[src/rtl/pipe_hazard_sequencer.sv]
// Y86-64 five-stage pipeline sequencing controller.
// Stall/bubble decode, run/drain/halt FSM and saturating perf counters.
module pipe_hazard_sequencer #(
  parameter int         CNT_W = 32,
  parameter logic [3:0] RNONE = 4'hF
) (
  input  logic             clk,
  input  logic             rst_n,
  input  logic             start,
  input  logic             restart,
  input  logic             e_cnd,
  input  logic [3:0]       D_icode,
  input  logic [3:0]       E_icode,
  input  logic [3:0]       M_icode,
  input  logic [3:0]       d_srcA,
  input  logic [3:0]       d_srcB,
  input  logic [3:0]       E_dstM,
  input  logic [2:0]       m_stat,
  input  logic [2:0]       W_stat,
  output logic             F_stall,
  output logic             D_stall,
  output logic             D_bubble,
  output logic             E_bubble,
  output logic             M_bubble,
  output logic             W_stall,
  output logic             set_cc_en,
  output logic             halted,
  output logic [2:0]       halt_code,
  output logic [1:0]       state,
  output logic [CNT_W-1:0] cycle_cnt,
  output logic [CNT_W-1:0] stall_cnt,
  output logic [CNT_W-1:0] bubble_cnt
);

  typedef enum logic [1:0] {
    IDLE  = 2'd0,
    RUN   = 2'd1,
    DRAIN = 2'd2,
    HALT  = 2'd3
  } state_t;

  localparam logic [3:0] I_MRMOVQ = 4'h5;
  localparam logic [3:0] I_POPQ   = 4'hB;
  localparam logic [3:0] I_OPQ    = 4'h6;
  localparam logic [3:0] I_JXX    = 4'h7;
  localparam logic [3:0] I_RET    = 4'h9;
  localparam logic [2:0] S_AOK    = 3'd1;

  state_t st;

  logic lu;
  logic ret;
  logic mp;
  logic exc_m;
  logic exc_w;

  assign lu = ((E_icode == I_MRMOVQ) || (E_icode == I_POPQ))
            && (E_dstM != RNONE)
            && ((E_dstM == d_srcA) || (E_dstM == d_srcB));
  assign ret = (D_icode == I_RET) || (E_icode == I_RET)
            || (M_icode == I_RET);
  assign mp    = (E_icode == I_JXX) && !e_cnd;
  assign exc_m = (m_stat != S_AOK);
  assign exc_w = (W_stat != S_AOK);

  assign state  = st;
  assign halted = (st == HALT);

  // Per-stage control decode from the current state and hazards
  always_comb begin
    F_stall   = 1'b1;
    D_stall   = 1'b0;
    D_bubble  = 1'b0;
    E_bubble  = 1'b1;
    M_bubble  = 1'b1;
    W_stall   = 1'b0;
    set_cc_en = 1'b0;
    unique case (st)
      IDLE: begin
        D_bubble = 1'b1;
      end
      RUN: begin
        F_stall   = lu | ret;
        D_stall   = lu;
        D_bubble  = mp | (ret & ~lu);
        E_bubble  = mp | lu;
        M_bubble  = exc_m | exc_w;
        W_stall   = exc_w;
        set_cc_en = (E_icode == I_OPQ) & ~exc_m & ~exc_w;
      end
      DRAIN: begin
        D_stall = 1'b1;
      end
      HALT: begin
        D_stall = 1'b1;
        W_stall = 1'b1;
      end
      default: ;
    endcase
  end

  // Run/drain/halt sequencing and halt cause capture
  always_ff @(posedge clk or negedge rst_n) begin
    if (!rst_n) begin
      st        <= IDLE;
      halt_code <= 3'd0;
    end else begin
      unique case (st)
        IDLE: begin
          if (start) st <= RUN;
        end
        RUN: begin
          if (exc_w) begin
            st        <= HALT;
            halt_code <= W_stat;
          end else if (exc_m) begin
            st <= DRAIN;
          end
        end
        DRAIN: begin
          if (exc_w) begin
            st        <= HALT;
            halt_code <= W_stat;
          end else if (!exc_m) begin
            st <= RUN;
          end
        end
        HALT: begin
          if (restart) begin
            st        <= IDLE;
            halt_code <= 3'd0;
          end
        end
        default: st <= IDLE;
      endcase
    end
  end

  logic active;
  logic in_run;
  assign active = (st == RUN) || (st == DRAIN);
  assign in_run = (st == RUN);

  // Saturating counters; frozen outside RUN/DRAIN, cleared on restart
  always_ff @(posedge clk or negedge rst_n) begin
    if (!rst_n) begin
      cycle_cnt  <= '0;
      stall_cnt  <= '0;
      bubble_cnt <= '0;
    end else if (st == HALT && restart) begin
      cycle_cnt  <= '0;
      stall_cnt  <= '0;
      bubble_cnt <= '0;
    end else begin
      if (active && !(&cycle_cnt))
        cycle_cnt <= cycle_cnt + CNT_W'(1);
      if (in_run && F_stall && !(&stall_cnt))
        stall_cnt <= stall_cnt + CNT_W'(1);
      if (in_run && E_bubble && !(&bubble_cnt))
        bubble_cnt <= bubble_cnt + CNT_W'(1);
    end
  end

endmodule

[config.mk]
export PLATFORM = sky130hd
export DESIGN_NAME = pipe_hazard_sequencer
export DESIGN_NICKNAME = d
export VERILOG_FILES = /design/src/rtl/pipe_hazard_sequencer.sv
export SDC_FILE = /design/constraint.sdc
export NUM_CORES = 1
export LEC_CHECK = 0
export CAP_MARGIN = 10
export CORE_MARGIN = 4
export CORE_UTILIZATION = 35
export DETAILED_ROUTE_END_ITERATION = 12
export SLEW_MARGIN = 20
export SYNTH_ARGS = -nofsm -noshare
export SYNTH_HDL_FRONTEND = slang
export SYNTH_SLANG_ARGS = --single-unit
export TNS_END_PERCENT = 10
[constraint.sdc]
create_clock -name clk -period 3.1 [get_ports clk]
set_input_delay 0.62 -clock clk [delete_from_list [all_inputs] [get_ports clk]]
set_output_delay 0.62 -clock clk [all_outputs]
set_load 0.1 [all_outputs]
## Word-level counts from Yosys, hierarchy flattened

Cells that the tools add are included.

| word-level totals | value |
|---|---|
| bits of input ports | 35 |
| register bits after elaboration | 101 |

| cells by class | value |
|---|---|
| $add $sub $neg | 3 |
| multiplexer cells | 23 |
| equal/unequal tests | 20 |
| bitwise gates (word level) | 10 |
| reduce and logical (&&, ||, !) cells | 30 |

Operators with widths:

| cell | count |
|---|---|
| 32-bit 2-to-1 mux | 6 |
| 32-bit by 1-bit adder with 32-bit output (second input constant) | 3 |
| 32-bit AND reduction | 3 |
| 4-bit equality test (second input constant) | 4 |
| 4-bit by 3-bit equality test with 1-bit output (second input constant) | 3 |
| 2-bit 2-to-1 mux | 6 |
| 1-bit logical AND | 9 |
| 4-bit equality test | 2 |
| 2-bit one-hot mux with 4 select lines | 1 |
| 2-bit nonzero test | 4 |
| 3-bit 2-to-1 mux | 2 |
| 3-bit by 1-bit != test with 1-bit output (second input constant) | 2 |
| 3-bit != test (second input constant) | 2 |
| 1-bit one-hot mux with 2 select lines | 3 |
| 3-bit one-hot mux with 2 select lines | 1 |
| 1-bit logical OR | 5 |
| 2-bit equality test (second input constant) | 2 |
| 1-bit logical NOT | 4 |
| 1-bit 2-to-1 mux | 4 |
| 2-bit != test (second input constant) | 2 |
| 4-bit != test (second input constant) | 1 |
| 1-bit bitwise OR | 4 |
| 4-bit AND reduction | 1 |
| 2-bit OR reduction | 2 |
| 6 further kinds | 10 |

## Depth between registers and ports, before layout

Gate-level depths: netlist (run 1).

| depth | value |
|---|---|
| word-level depth | 10 |
| gate-level depth with buffers | 9 |
| gate-level depth less buffers | 7 |

## Worst setup path before layout (run 1)

No wires, ideal clock.

| path | value |
|---|---|
| path kind | register to output |
| start point | register st[0], in the netlist state[0] |
| end point | output set_cc_en |
| cell stages (with the launch flop) | 6 |
| data arrival time | 4.845 ns |
| path slack | -2.365 ns |
| path buffers | 2 |
| cell sequence | dfrtp_1 ha_1 clkbuf_8 clkbuf_1 nand3_1 nor3_1 |

| on the way | value |
|---|---|
| cells in the longest elaborated chain, start to end | 2 |

RTL lines:

| item | RTL line | RTL |
|---|---|---|
| from (decl) | 49 | `state_t st;` |
| from (signal assigned) | 105 | `st <= IDLE;` |
| from (signal assigned) | 110 | `if (start) st <= RUN;` |
| from (signal assigned) | 114 | `st <= HALT;` |
| 2-bit by 1-bit equality test with 1-bit output | 78 | `unique case (st)` |
| 1-bit 2-to-1 mux | 78 |  |
| to (decl) | 26 | `output logic set_cc_en,` |

No other way between the ends.

## Worst setup path in the final report (run 1)

| path | value |
|---|---|
| start point | input E_dstM[0] |
| end point | output E_bubble |

| on the way | value |
|---|---|
| cells in the longest elaborated chain, start to end | 5 |

RTL lines:

| item | RTL line | RTL |
|---|---|---|
| from (decl) | 17 | `input logic [3:0] E_dstM,` |
| 4-bit != test / 4-bit equality test (equally long branches) | 58, 59 |  |
| 1-bit logical AND / 1-bit logical OR (equally long branches) | 58, 59 |  |
| 1-bit logical AND * | 59 | `&& ((E_dstM == d_srcA) \|\| (E_dstM == d_srcB));` |
| 1-bit bitwise OR * | 86 | `E_bubble = mp \| lu;` |
| 1-bit 2-to-1 mux * | 78 |  |
| to (decl) | 23 | `output logic E_bubble,` |

Mark *: on every way between the ends. The rest lies on a longest branch, timed or not.

==> flow_summary_export.csv, run 1 <==
group,metric,value,unit
outcome,status,"completed",
synthesis,synth_cell_types,54,
worst_setup_path,endpoint_kind,"output port",
floorplanning,die_h,136.9,um
sta,setup-tns-final,0,ns
clock_network,holdBufCountCts,0,
worst_setup_path,r2r_setup_slack,0.65,ns
worst_setup_path,cp_max_fo,12,
detailed_routing,drc,0,
synthesis,ys_seq_area_share,43.44,%
floorplanning,rows,46,
final_layout,antenna_cells,0,
sta,timing.fmax,342.4,MHz
grt,grt_start_max_net_pins,80,
sta,setup_violations,0,
worst_setup_path,setup.worst_path.class,"input port to output port",
grt,grt_use_total,17.01,%
synthesis,ys_warn_count,0,
synthesis,syn_area,5818,um^2
clock_network,cts-resized-gates,0,
min_path,holdCritPathClass,"input port to async pin",
synthesis,synth_edf_count,0,
detailed_routing,wl,16180,um
worst_setup_path,start_kind,"input port",
detailed_routing,num_vias,5501,
power,clkPwrFrac,23.1,%
detailed_routing,antenna_left,0,
power,power.switching,2.306,mW
grt,antenna_found_initial,0,
detailed_routing,first_pass_iters,4,
floorplanning,fp.dieW,136.9,um
power,switching_share,46.33,%
floorplanning,start_util,36.23,%
final_layout,final_cell_mix,"119 x buf_4, 99 x dfrtp_1, 49 x nor2_1",
grt,grt_overflow,0,
final_layout,drive_gt1_share,20.28,%
floorplanning,fp.dieArea,18750,um^2
worst_setup_path,startpoint,"E_dstM[0]",
run,drv_cap,0,
grt,grt_pass1_wl,25990,um
placed_design,preCtsSetupSlack,0.1567,ns
worst_setup_path,cp.arrival,2.30,ns
sta,fin_skew,0.009114,ns
clock_network,ctsHtreeMaxLevel,3,
synthesis,synthFlopType,"dfrtp_1",
sta,hold_viol_final,0,
placed_design,dp_hpwl,11790,um
clock_network,cts_tree,"built",
worst_setup_path,cp.required,2.48,ns
synthesis,syn_avg_cell_area,9.006,um^2
sta,drv_slew,0,
floorplanning,ioPinCount,144,
clock_network,cts.sinks,101,
final_layout,fillers,1541,
synthesis,synth_fp_nets,688,
power,p_leak,3.300,nW
clock_network,numCtsBuffers,9,
power,vdd_drop_max,456.2,uV
clock_network,postCtsSetupRepairBufs,0,
final_layout,final_common_cell,"buf_4",
power,cellPowerDensity,647.8,nW/um^2
clock_network,cts.clk_slew.worst_paths,0.07,ns
detailed_routing,wl_per_cell,16.02,um
power,pwr-share-seq,31.4,%
sta,min_period_over_period,94.21,%
floorplanning,core_area,16060,um^2
clock_network,max-clock-path-buffers,2,
synthesis,postSynthCellCount,646,
placed_design,gp_congestion,0.7918,
power,internal-power,2.671,mW
final_layout,final_nets,831,
clock_network,clock_latency,0.35,ns
detailed_routing,viasPerCell,5.447,
grt,grt_pass1_vias,5277,
power,power_frac_comb,45.5,%
detailed_routing,initialDrtViolationCount,277,
sta,worst_slack,0.1795,ns
synthesis,synth-async-reset-ratio,100.0,%
final_layout,area_delta_synth_final,32.06,%
placed_design,io_buffers,143,
worst_setup_path,worstReg2RegStart,"bubble_cnt[13]",
sta,rsz0062_at_grt,"false",
clock_network,cts-root-buf,"clkbuf_16",
sta,tightest_slew,0.7020,ns
sta,fin_crit,2.921,ns
synthesis,synth-seq-cells,101,
sta,relSlewSlack,53.03,%
[critical path, cell delays in order]
cell             delay [ns]
clkdlybuf4s50_1        0.56
xnor2_1                0.14
nand4_1                0.13
a21oi_2                0.22
buf_4                  0.24
nor2b_1                0.08
nand2b_1               0.12
buf_12                 0.18
[path summary, 6_finish.rpt]
kind                       cells after the start             end
setup / recovery                               8        E_bubble
min in group clk                               1    halt_code[1]
max in group asynchronous                      2   bubble_cnt[8]
setup reg to reg                               6  bubble_cnt[24]
hold / removal                                 1  bubble_cnt[22]
hold reg to reg                                1    halt_code[1]
[final cells by class]
class	instances	area, um^2	area share, %
inverter	24	90.09	1.172
clock buffer	13	250.2	3.257
timing repair buffer	161	1404	18.27
tap	216	270.3	3.517
sequential	101	2535	32.99
multi-input combinational	492	3089	40.21
clock inverter	3	45.04	0.5862
[layer usage]
layer / routed length [um] / global-route usage [%]
met1: 7322 / 22.39
met2: 7647 / 27.96
met3: 931 / 3.897
met4: 277 / 5.100
met5: 0 / 0
[cell usage after synthesis (all sizes together) (5+ instances only)]
cell	count	area share, %
nor3b	8	1.0
o41ai	5	0.75
o31ai	16	2.1
clkbuf	25	1.8
nor2	50	3.2
o211ai	10	1.4
nor4	11	1.3
nand2b	13	1.4
nand4	29	3.4
dfrtp	101	43
xor2	23	3.5
nor3	12	1.2
inv	24	1.5
nand3	40	3.4
mux2i	9	1.5
ha	7	1.5
o311ai	5	0.75
or3	34	3.7
xnor2	20	3.0
and4	10	1.5
a21oi	49	4.3
or4	14	1.9
nand2	48	3.1
and3	18	2.0
o21ai	32	2.8
[stage by stage]
stage,instance area (um^2),utilization (%),hold WS (ns),total power [mW],std cells
5_1_grt,7684,47.85,0.3034,5.209,1010
4_1_cts,7684,47.85,0.2904,5.040,1010
2_1_floorplan,5856,-,0.3244,3.225,646
3_3_place_gp,7388,46.01,0.4917,3.847,994
6_report,7684,47.85,0.2763,4.977,1010
3_5_place_dp,7388,46.01,0.4935,3.871,994
[kinds of logic (layout without fill, tap and decap cells)]
family,after synthesis,count (layout),share of synthesized area (%)
and+or+nand+nor,301,301,29.01
AOI/OAI and AO/OA,132,132,14.04
DFF,101,101,43.44
buffers and inverters,53,201,3.978
xor gates and xnor gates,43,43,6.473
muxes,9,9,1.548
adders and majority gates,7,7,1.505
[state kept, by name, indices dropped and copies added, names as in the netlist]
| name | flops |
|---|---|
| bubble_cnt | 32 |
| cycle_cnt | 32 |
| halt_code | 3 |
| stall_cnt | 32 |
| state | 2 |
[power by group through the flow]
stage | combinational [mW] | sequential, mW | clock (mW)
3_5_place_dp | 2.28 | 1.59 | 0
5_1_grt | 2.38 | 1.58 | 1.25
2_1_floorplan | 0.932 | 2.29 | 0
3_3_place_gp | 2.27 | 1.58 | 0
4_1_cts | 2.28 | 1.57 | 1.19
6_report | 2.26 | 1.56 | 1.15
No activity file was read; power rests on OpenSTA's default activity.
==> inputs of run 2 (changes only) <==
--- a/config.mk
+++ b/config.mk
@@ -6,7 +6,6 @@
 export NUM_CORES = 1
 export LEC_CHECK = 0
 export CAP_MARGIN = 10
-export CORE_MARGIN = 4
 export CORE_UTILIZATION = 35
 export DETAILED_ROUTE_END_ITERATION = 12
 export SLEW_MARGIN = 20
==> flow_summary_export.csv, run 2 (synthesis results as in run 1) <==
group,metric,value,unit
detailed_routing,first_pass_iters,4,
power,power.switching,2.305,mW
grt,antenna_found_initial,0,
clock_network,postCtsSetupRepairBufs,0,
grt,grt_pass1_wl,25650,um
power,power_frac_comb,45.2,%
power,vdd_drop_max,374.1,uV
placed_design,io_buffers,143,
clock_network,clock_latency,0.36,ns
floorplanning,die_h,130.9,um
sta,fin_crit,2.913,ns
min_path,holdCritPathClass,"input port to async pin",
detailed_routing,num_vias,5449,
worst_setup_path,cp_max_fo,6,
final_layout,final_common_cell,"buf_4",
power,cellPowerDensity,649.3,nW/um^2
worst_setup_path,cp.required,2.48,ns
detailed_routing,wl_per_cell,15.73,um
final_layout,area_delta_synth_final,32.34,%
worst_setup_path,slowest_stage,"clkdlybuf4s50_1",
run,drv_cap,0,
power,pwr-share-seq,31.3,%
clock_network,cts.clk_slew.worst_paths,0.07,ns
final_layout,fillers,1538,
clock_network,holdBufCountCts,0,
worst_setup_path,cp.arrival,2.29,ns
clock_network,ctsHtreeMaxLevel,3,
final_layout,final_nets,832,
clock_network,cts-resized-gates,0,
worst_setup_path,start_kind,"input port",
detailed_routing,viasPerCell,5.390,
grt,grt_pass1_vias,5121,
sta,hold_viol_final,0,
final_layout,top_regs,"bubble_cnt x32, cycle_cnt x32, stall_cnt x32",
sta,setup-tns-final,0,ns
sta,timing.fmax,343.3,MHz
floorplanning,fp.dieArea,17140,um^2
worst_setup_path,critical_path.max_stage_delay,0.55,ns
clock_network,cts.sinks,101,
final_layout,antenna_cells,0,
floorplanning,ioPinCount,144,
detailed_routing,initialDrtViolationCount,303,
placed_design,dp_hpwl,11500,um
sta,setup_violations,0,
sta,tightest_slew,0.7604,ns
sta,min_period_over_period,93.96,%
grt,grt_start_max_net_pins,80,
grt,grt_overflow,0,
sta,drv_slew,0,
outcome,status,"completed",
floorplanning,fp.dieW,130.9,um
grt,grt_use_total,18.95,%
power,internal-power,2.694,mW
placed_design,gp_congestion,0.7924,
floorplanning,start_util,36.23,%
clock_network,numCtsBuffers,9,
clock_network,max-clock-path-buffers,2,
detailed_routing,drc,0,
floorplanning,rows,46,
detailed_routing,wl,15910,um
clock_network,cts-root-buf,"clkbuf_16",
worst_setup_path,ff2ff_path_depth,6,
floorplanning,core_area,16060,um^2
worst_setup_path,setup.worst_path.class,"input port to output port",
final_layout,final_cell_mix,"120 x buf_4, 99 x dfrtp_1, 49 x nor2_1",
sta,relSlewSlack,48.84,%
clock_network,cts_tree,"built",
power,switching_share,46.11,%
power,clkPwrFrac,23.5,%
sta,rsz0062_at_grt,"false",
power,p_leak,3.316,nW
worst_setup_path,endpoint_kind,"output port",
final_layout,drive_gt1_share,20.50,%
sta,fin_skew,0.01486,ns
detailed_routing,antenna_left,0,
power,p_total,4.999,mW
worst_setup_path,worstPathCellList,"clkdlybuf4s50_1, xnor2_1, nand4_1, a21oi_2, buf_4, nor2b_1, nand2b_1, buf_12",
==> run 2: path summary, 6_finish.rpt <==
kind                                  endpoint  slack (ns)          start
worst max-delay path                  E_bubble        0.19      E_dstM[3]
worst min-delay path            bubble_cnt[20]        0.27          rst_n
worst max register to register    cycle_cnt[9]        0.54  cycle_cnt[16]
worst min register to register    halt_code[2]        0.50   halt_code[2]
max in group asynchronous         stall_cnt[7]        2.08          rst_n
min in group clk                  halt_code[2]        0.50   halt_code[2]
==> run 2: layer usage <==
metal | GRT usage [%] | vias to the layer above | wire length, um
met3 | 4.153 | 4 | 995
met5 | 0 | - | 0
li1 | - | 2669 | -
met1 | 24.67 | 2638 | 7230
met4 | 5.409 | 0 | 72
met2 | 31.56 | 138 | 7607
==> run 2: cell type report <==
cell class | count | area (um^2) | share of cell area [%]
clock buffer | 13 | 260.3 | 3.380
sequential | 101 | 2535 | 32.92
tap | 216 | 270.3 | 3.510
timing repair buffer | 162 | 1411 | 18.33
multi-input combinational | 492 | 3089 | 40.12
inverter | 24 | 90.09 | 1.170
clock inverter | 3 | 43.79 | 0.5687
==> run 2: power by group through the flow <==
stage                     clock (mW)  combinational (mW)  sequential (mW)
after floorplan                    0               0.932             2.29
after global placement             0                2.25             1.59
after detailed placement           0                2.28             1.59
after CTS                       1.21                2.28             1.56
after global routing            1.28                2.38             1.59
final                           1.17                2.26             1.56
==> run 2: through the flow <==
step | utilization, % | hold WS, ns | instances | setup slack [ns] | instance area [um^2]
finish | 47.95 | 0.2671 | 1011 | 0.1872 | 7700
detailed placement | 46.06 | 0.4832 | 995 | 0.1217 | 7396
floorplan | - | 0.3244 | 646 | 0.004454 | 5856
global placement | 46.06 | 0.4914 | 995 | 0.2044 | 7396
global route | 47.95 | 0.3151 | 1011 | 0.06902 | 7700
CTS | 47.95 | 0.2969 | 1011 | 0.1595 | 7700
==> run 2: critical path: cells and delay by family <==
kind	cells	cell delay, ns
AO/OA/AOI/OAI	1	0.26
XOR/XNOR	1	0.16
buffers and inverters	3	0.93
AND/OR/NAND/NOR	3	0.32
==> inputs of run 3 (changes only) <==
--- a/config.mk
+++ b/config.mk
@@ -5,6 +5,7 @@
 export SDC_FILE = /design/constraint.sdc
 export NUM_CORES = 1
 export LEC_CHECK = 0
+export ABC_AREA = 1
 export CAP_MARGIN = 10
 export CORE_UTILIZATION = 35
 export DETAILED_ROUTE_END_ITERATION = 12
==> flow_summary_export.csv, run 3 <==
group,metric,value,unit
outcome,status,"completed",
synthesis,synth-async-reset-ratio,100.0,%
clock_network,cts-resized-gates,0,
clock_network,cts-root-buf,"clkbuf_16",
floorplanning,fp.dieArea,22770,um^2
power,cellPowerDensity,575.2,nW/um^2
power,vdd_drop_max,470.5,uV
synthesis,ys_warn_count,0,
detailed_routing,top_layer_used,"met4",
final_layout,drive_gt1_share,15.06,%
synthesis,synth_most_common_cell,"nand2_1",
detailed_routing,drc,0,
placed_design,dp_cells,1593,
synthesis,synth.top_cells.by_count,"414 x nand2_1, 149 x inv_1, 132 x nor2_1",
floorplanning,core_area,21760,um^2
worst_setup_path,r2r_setup_slack,0.76,ns
final_layout,fin_cells,1608,
floorplanning,rows,54,
grt,grt_pass1_wl,37200,um
sta,fin_crit,2.866,ns
clock_network,cts_tree,"built",
synthesis,synthTopCellsByArea,"dfrtp_1 33%, nand2_1 20%, nand4_1 8.3%, nand3_1 7.4%, inv_1 7.2%",
synthesis,syn_area,7759,um^2
sta,hold_viol_final,0,
sta,min_period_over_period,92.45,%
min_path,holdCritPathClass,"input port to async pin",
final_layout,top_regs,"bubble_cnt x32, cycle_cnt x32, stall_cnt x32",
run,drv_cap,0,
grt,grt_start_max_net_pins,89,
synthesis,yosysTopAreaCellShare,32.58,%
sta,setup_violations,0,
synthesis,synth_fp_nets,1243,
final_layout,final_cell_mix,"413 x nand2_1, 148 x inv_1, 131 x nor2_1",
final_layout,final_nets,1366,
synthesis,synth_cell_types,33,
sta,rsz0062_at_grt,"false",
detailed_routing,wl_met3,723,um
detailed_routing,initialDrtViolationCount,472,
detailed_routing,wl,22540,um
clock_network,cts.sinks,101,
power,p_leak,4.931,nW
detailed_routing,viasPerCell,4.952,
grt,antenna_found_initial,0,
clock_network,numCtsBuffers,9,
grt,grt_use_total,20.37,%
final_layout,area_delta_synth_final,23.11,%
worst_setup_path,cp_max_fo,5,
detailed_routing,antenna_left,0,
worst_setup_path,cp.arrival,2.25,ns
placed_design,gp_congestion,0.8628,
clock_network,holdBufCountCts,0,
floorplanning,fp.dieW,150.9,um
worst_setup_path,start_kind,"input port",
power,p_total,5.494,mW
worst_setup_path,setup.worst_path.class,"input port to output port",
detailed_routing,first_pass_iters,5,
synthesis,ys_seq_area_share,32.58,%
detailed_routing,m1WireLength,10610,um
synthesis,yosys.area.top_type,"dfrtp_1",
sta,tightest_slew,0.6773,ns
grt,grt_overflow,0,
clock_network,clock_latency,0.35,ns
floorplanning,ioPinCount,144,
worst_setup_path,endpoint_kind,"output port",
synthesis,syn_avg_cell_area,6.460,um^2
clock_network,max-clock-path-buffers,2,
detailed_routing,dr_wl_met2,10900,um
sta,timing.fmax,348.9,MHz
worst_setup_path,cp.required,2.48,ns
clock_network,cts.clk_slew.worst_paths,0.08,ns
floorplanning,start_util,35.66,%
detailed_routing,num_vias,7963,
final_layout,final_common_cell,"nand2_1",
placed_design,io_buffers,143,
floorplanning,die_h,150.9,um
sta,drv_slew,0,
synthesis,synthFlopType,"dfrtp_1",
clock_network,ctsHtreeMaxLevel,3,
synthesis,synth-seq-cells,101,
grt,grt_pass1_vias,7402,
placed_design,dp_hpwl,16490,um
synthesis,synth_edf_count,0,
sta,fin_skew,0.009746,ns
detailed_routing,wl_per_cell,14.02,um
sta,relSlewSlack,54.78,%
synthesis,postSynthCellCount,1201,
final_layout,antenna_cells,0,
clock_network,postCtsSetupRepairBufs,0,
run 3: routing by layer:
layer  up-vias  GRT usage [%]
li1       4095              -
met1      3704          26.84
met2       146          35.41
met3        18          1.747
met4         0          5.700
met5         -              0
run 3: final timing paths:
kind                       depth (start not counted)         start             to
min                                                1         rst_n   stall_cnt[8]
max in group asynchronous                          2         rst_n  cycle_cnt[20]
min reg2reg                                        2  halt_code[1]   halt_code[1]
max                                               12     E_dstM[2]       D_bubble
max reg2reg                                       11  stall_cnt[0]   stall_cnt[0]
min in group clk                                   2  halt_code[1]   halt_code[1]
run 3: final cells by class:
cell class	count	area, um^2
fill	2285	12200
multi-input combinational	905	4429
sequential	101	2535
timing repair buffer	153	1356
inverter	154	580.6
tap	280	350.3
clock buffer	11	252.7
clock inverter	4	47.55
run 3: logic make-up (layout without fill, tap and decap cells):
kind of cell / after synthesis / after routing / share of synthesized area [%]
adders and majority gates: 7 / 7 / 1.129
xor gates and xnor gates: 36 / 36 / 4.064
and+or+nand+nor: 834 / 834 / 49.51
AOI/OAI and AO/OA: 28 / 28 / 1.935
buffers and inverters: 195 / 322 / 10.79
DFF: 101 / 101 / 32.58
run 3: where the power goes:
| part | leakage, nW | total (mW) | switching [mW] | internal (mW) |
|---|---|---|---|---|
| Combinational | 3.39 | 2.74 | 2.11 | 0.627 |
| Sequential | 1.39 | 1.57 | 0.137 | 1.43 |
| Clock | 0.147 | 1.19 | 0.528 | 0.665 |
| Total | 4.93 | 5.49 | 2.77 | 2.72 |
run 3: critical path: stages:
cell and delay (ns):
clkdlybuf4s50_1 0.54, inv_2 0.05, nand2_1 0.05, nand2_1 0.05, nor2_1 0.11, nand2_1 0.06
nand2_1 0.09, nand2_1 0.16, nand2_1 0.10, nand2_1 0.05, a21o_1 0.18, buf_12 0.17
run 3: through the flow:
stage	utilization, %	setup slack [ns]	hold WS (ns)	area [um^2]	TNS (ns)
after floorplan	-	-0.4314	0.3244	7799	-0.5464
after global routing	43.90	0.08055	0.1850	9552	0
after global placement	42.52	0.2743	0.5149	9251	0
after CTS	43.90	0.2275	0.1680	9552	0
final	43.90	0.2342	0.1617	9552	0
after detailed placement	42.52	0.2290	0.5232	9251	0
